File: src/rtl/decoder_hs.sv
// Registered valid/ready index-to-one-hot decoder with optional accumulate mode.
// Build option: DECODER_HS_OOR_STICKY_EN makes oor_o sticky until clear_i or reset.
module decoder_hs #(
   parameter int NUM_WIRE = 4,
   parameter int ACCUM    = 0,
   localparam int IDX_W   = $clog2(NUM_WIRE)
) (
   input  logic                clk_i,
   input  logic                arst_ni,
   input  logic                clear_i,
   input  logic [IDX_W-1:0]    index_i,
   input  logic                index_valid_i,
   output logic                index_ready_o,
   output logic [NUM_WIRE-1:0] wire_o,
   output logic                wire_valid_o,
   input  logic                wire_ready_i,
   output logic                oor_o
);

   if (NUM_WIRE < 2) begin : g_bad_num_wire
      $fatal(1, "decoder_hs: NUM_WIRE must be at least 2");
   end

   // One extra bit so the range compare is meaningful for power-of-2 sizes too
   localparam logic [IDX_W:0] LIMIT = (IDX_W+1)'(NUM_WIRE);

   logic [NUM_WIRE-1:0] wire_q, wire_d;
   logic                valid_q, valid_d;
   logic                oor_q, oor_d;
   logic [NUM_WIRE-1:0] onehot;
   logic                oor_in;
   logic                in_xfer;
   logic                out_xfer;

   assign index_ready_o = ~valid_q | wire_ready_i;
   assign in_xfer       = index_valid_i & index_ready_o;
   assign out_xfer      = valid_q & wire_ready_i;
   assign oor_in        = {1'b0, index_i} >= LIMIT;

   always_comb begin
      onehot = '0;
      for (int i = 0; i < NUM_WIRE; i++) begin
         onehot[i] = (int'(index_i) == i);
      end
   end

   always_comb begin
      wire_d  = wire_q;
      valid_d = valid_q;
      oor_d   = oor_q;
      if (clear_i) begin
         wire_d  = '0;
         valid_d = 1'b0;
         oor_d   = 1'b0;
      end
      if (in_xfer) begin
         valid_d = 1'b1;
         wire_d  = (ACCUM != 0) ? (wire_d | onehot) : onehot;
`ifdef DECODER_HS_OOR_STICKY_EN
         oor_d   = oor_d | oor_in;
`else
         oor_d   = oor_in;
`endif
      end else if (out_xfer) begin
         valid_d = 1'b0;
         if (ACCUM == 0) begin
            wire_d = '0;
         end
`ifndef DECODER_HS_OOR_STICKY_EN
         oor_d   = 1'b0;
`endif
      end
   end

   always_ff @(posedge clk_i or negedge arst_ni) begin
      if (!arst_ni) begin
         wire_q  <= '0;
         valid_q <= 1'b0;
         oor_q   <= 1'b0;
      end else begin
         wire_q  <= wire_d;
         valid_q <= valid_d;
         oor_q   <= oor_d;
      end
   end

   assign wire_o       = wire_q;
   assign wire_valid_o = valid_q;
   assign oor_o        = oor_q;

endmodule

File: config.mk
export PLATFORM = sky130hd
export DESIGN_NAME = decoder_hs
export DESIGN_NICKNAME = d
export VERILOG_FILES = /design/src/rtl/decoder_hs.sv
export SDC_FILE = /design/constraint.sdc
export NUM_CORES = 1
export LEC_CHECK = 0
export ABC_AREA = 1
export CAP_MARGIN = 20
export CORE_AREA = 2 2 39 41
export CTS_BUF_LIST = sky130_fd_sc_hd__clkbuf_16
export DETAILED_ROUTE_END_ITERATION = 12
export DIE_AREA = 0 0 41 43
export SLEW_MARGIN = 10
export SYNTH_ARGS = -nofsm -noshare
export SYNTH_HDL_FRONTEND = slang
export SYNTH_SLANG_ARGS = --single-unit
File: constraint.sdc
create_clock -name clk_i -period 0.8 [get_ports clk_i]
set_input_delay 0.24 -clock clk_i [delete_from_list [all_inputs] [get_ports clk_i]]
set_output_delay 0.24 -clock clk_i [all_outputs]
set_load 0.02 [all_outputs]
# Word level (Yosys, flattened, before mapping)

Index checks and enable logic that the tools add are counted.

Bits of input ports: 7
Flip-flop bits (word level): 6
Logic and storage cells: 19
Output and inout port bits: 7

Reduce and logical (&&, ||, !) cells: 2
Bitwise gates (word level): 4
Equal/unequal tests: 3
Muxes and demuxes: 7

Operator list:

| operator                                                               | count |
|---|---|
| 4-bit two-way mux                                                      | 3 |
| 2-bit equality test (second input constant)                            | 2 |
| 1-bit two-way mux                                                      | 4 |
| 3-bit nonzero test                                                     | 1 |
| 1-bit AND                                                              | 2 |
| 2-bit by 1-bit equality test with 1-bit output (second input constant) | 1 |
| 2-bit logical NOT                                                      | 1 |
| 1-bit inverter                                                         | 1 |
| 1-bit OR                                                               | 1 |

# Logic depth before layout (Yosys ltp)

Depth after elaboration: 4
Depth in mapped cells: 5
Depth with buffers taken out: 5

# Least setup slack after synthesis

OpenSTA, ideal clock, no wires.

Path type: register to register
Start: register valid_q, in the netlist wire_valid_o
End: register wire_q[0], in the netlist wire_o[0]
Data required time: 0.682 ns
Period minus slack after synthesis: 0.942 ns
Setup time: 0.118 ns
Cell stages (with the launch flop): 5
Arrival time: 0.824 ns
Path slack: -0.142 ns
Buffers on the path: 0
Cells stage by stage: dfrtp_1 > nand2_4 > nand2_2 > nand3_1 > nand2_1

Cells in the longest elaborated chain, start to end: 4
Elaborated cells on any way between the ends: 7
Those cells by class: mux: 2; bitwise: 4; reduce/logical: 1

RTL lines:

| element                                                                         | RTL line | RTL |
|---|---|---|
| start, declared                                                                 | 28       | `logic valid_q, valid_d;` |
| start signal, assigned                                                          | 82       | `valid_q <= valid_d;` |
| 1-bit inverter *                                                                | 35       | `assign index_ready_o = ~valid_q \| wire_ready_i;` |
| 1-bit OR *                                                                      | 35       |  |
| net index_ready_o                                                               | 13       | `output logic index_ready_o,` |
| 1-bit AND *                                                                     | 36       | `assign in_xfer = index_valid_i & index_ready_o;` |
| 3-bit nonzero test (no source line) / 4-bit two-way mux (equally long branches) | -        |  |
| end signal, assigned                                                            | 81       | `wire_q <= wire_d;` |
| end, declared                                                                   | 27       | `logic [NUM_WIRE-1:0] wire_q, wire_d;` |

Mark *: on every way through the listed nets, which the timed path passes. The rest lies on a longest branch.
A chain may end at the register's enable or synchronous reset.

# Worst setup path after layout

Start: register valid_q, in the netlist wire_valid_o
End: output index_ready_o

Cells in the longest elaborated chain, start to end: 2

RTL lines:

| element        | RTL line |
|---|---|
| 1-bit inverter | 35 |
| 1-bit OR       | 35 |
| end, declared  | 13 |

No other way between the ends.

==> impl_results.md <==
- Status: finished with violations
- Failing checks: negative setup slack
- CTS root buf: clkbuf_16
- Final wirelength: 577 microns
- Synth top area cells: dfrtp_1 (50%), nand4_1 (10%), nand3_1 (8.0%)
- Max Cap Viol: 0
- Initial DRC Count: 4
- Synth top area share: 0.498
- I/O Pins: 14
- Fin. max-slew vios: 0
- Synth Area in Simple Gates: 0.348
- First-pass GRT wire length: 924 microns
- Complex-gate fraction of the synthesized area: 0.0199
- Die width: 41 microns
- Synth Warn #: 0
- Die ar.: 1760 sq um
- Syn_area_per_cell: 8.38 sq um
- # fillers: 142
- Design Area, Final: 536 sq um
- CTS tree: built
- Synthesized area: 251 sq um
- Row count: 14
- Largest family of logic cells by synthesized area: simple AND/OR/NAND/NOR gates
- CP bufs+invs: 1
- Core footprint: 1380 sq um
- Period utilization: 1.32
- Most frequent cells in the layout: buf_4 (9), nand2_1 (5), inv_1 (5), buf_6 (5)
- Post-synthesis mux area share: 0
- Area Overhead vs Synth: 113%
- Synth Net Count: 37
- Req. time, crit path: 0.56 ns
- Final ANT Viol Nets: 0
- Final Wtd Congestion: 0.728
- Final Util: 0.387
- RSZ-0062 raised after global routing: yes
- Area after DPL: 420 sq um
- Worst skew pair latency: 0.23 ns
- Via-to-Cell Ratio: 3.87
- Grt total ovfl: 0
- Crit path max fanout: 3
- Max Freq: 0.944 GHz
- XOR/XNOR Fraction of Synth Area: 0
- Starting Density: 0.182
- Tot GR Track Use: 0.0928
- Startpoint Class: flop
- Leading area contributor after synthesis: dfrtp_1
- Hold WC Path Type: in2async
- Initial antenna violation count: 0
- Synth Register Bits: 5
- First-pass detailed-route iteration total: 4
- Pwr Density: 2390 nW/um^2
- Avg WL per Cell: 8.24 microns
- Number of global-route vias before repair: 245
- Port-buffer cells: 12
- Pin count of the biggest net entering global routing: 8
- Cell variety after synth: 11
- Leak Pwr: 0.000300 uW
- CTS sink count: 5
- Worst path arrival time: 0.82 ns
- Via Count: 271
- Critical path's slowest cell: dfrtp_2
- CP max stage delay: 0.42 ns
- Crit path kind: reg2out
- Layout net count: 62
- PnR worst setup slack: -0.259 ns
- Min cycle time layout: 1.06 ns
- Fin. Hold Viols: 0
- Adder-cell area share of the yosys netlist: 0
- Synth Instances: 30
- CTS max path bufs: 2
- Setup violations, final: 11
- CP Capture Type: output pin
- Dpl hpwl: 451 microns
- Clock transition at path regs: 0.03 ns
- Antenna Diode Count: 0
- H-tree Lvls: 1
- Top delay family on crit path: flip-flops
- Sequential area share after synthesis: 0.498
- Share of layout cells above drive strength 1: 0.444
- Skew final: 0.00189 ns
- Die height: 43 microns
- # DRC: 0
- Max VDD drop: 1.69 mV
- CTS buffer count: 3
- CP Cell Sequence: nand2_4 > buf_6
- Commonest non-fill, non-tap cell in the layout: buf_4
routing by layer:
metal	vias to the layer above	routed length, microns	global-route usage
li1	144	-	-
met1	113	233	0.0817
met2	10	261	0.116
met3	4	33	0.0314
met4	0	50	0.160
met5	-	0	0
worst paths after layout:
check	startpoint	endpoint	slack, ns	cells past startpoint
setup / recovery	wire_valid_o$_DFFE_PN0P_	index_ready_o	-0.26	2
hold / removal	arst_ni	wire_o[0]$_DFFE_PN0P_	0.24	1
setup reg to reg	wire_valid_o$_DFFE_PN0P_	wire_o[3]$_DFFE_PN0P_	-0.12	5
hold reg to reg	wire_o[1]$_DFFE_PN0P_	wire_o[1]$_DFFE_PN0P_	0.61	3
max in group asynchronous	arst_ni	wire_valid_o$_DFFE_PN0P_	0.36	1
min in group clk_i	index_valid_i	wire_valid_o$_DFFE_PN0P_	0.42	3
cell type report:
class | instances | area [sq um] | area share
repair buffers | 21 | 186 | 0.348
flip-flops and latches | 5 | 126 | 0.236
multi-input cells | 18 | 101 | 0.189
clock buffers | 3 | 75.1 | 0.140
inverters | 6 | 22.5 | 0.0421
well taps | 16 | 20.0 | 0.0374
clock inverters | 1 | 3.75 | 0.00701
stage by stage:
stage	setup slack (ns)	std cells	TNS (ns)	hold WS, ns	total power [uW]
5_1_grt	-0.286	70	-2.07	0.263	1330
6_report	-0.259	70	-1.66	0.236	1280
4_1_cts	-0.266	68	-1.74	0.248	1290
2_1_floorplan	-0.0803	30	-0.367	-0.0556	367
3_3_place_gp	-0.852	61	-4.89	0.479	465
3_5_place_dp	-0.854	61	-4.93	0.485	467
what timing repair did:
item	4_1_cts	5_1_grt
setup endpoints to repair	11	11
setup buffers	3	2
hold buffers	0	0
pin swaps	0	0
gates resized for setup	37	0
power breakdown:
part / internal [uW] / leakage [uW] / switching [uW]
Sequential: 272 / 0.0000647 / 13.1
Clock: 646 / 0.0000423 / 155
Combinational: 103 / 0.000193 / 92.3
registers in the layout, indices dropped and copies added (netlist names):
signal and count:
wire_o 4, wire_valid_o 1
synth_stat cells:
master	instances
buf_4	1
conb_1	1
dfrtp_1	5
inv_1	5
inv_2	1
nand2_1	5
nand2_2	2
nand2_4	1
nand3_1	4
nand4_1	4
o21ai_0	1
logic make-up after synthesis:
family                 count (synthesis)
and+or+nand+nor                       16
AOI/OAI and AO/OA                      1
other                                  1
buffers and inverters                  7
DFF                                    5
worst register-to-register path: stages, from the launching register on:
cell and delay (ns):
dfrtp_2 0.42, nand2_4 0.07, buf_4 0.14, nand2_4 0.06, nand3_1 0.07, nand2_1 0.05
Note: power is estimated with default switching activity, not from simulation.
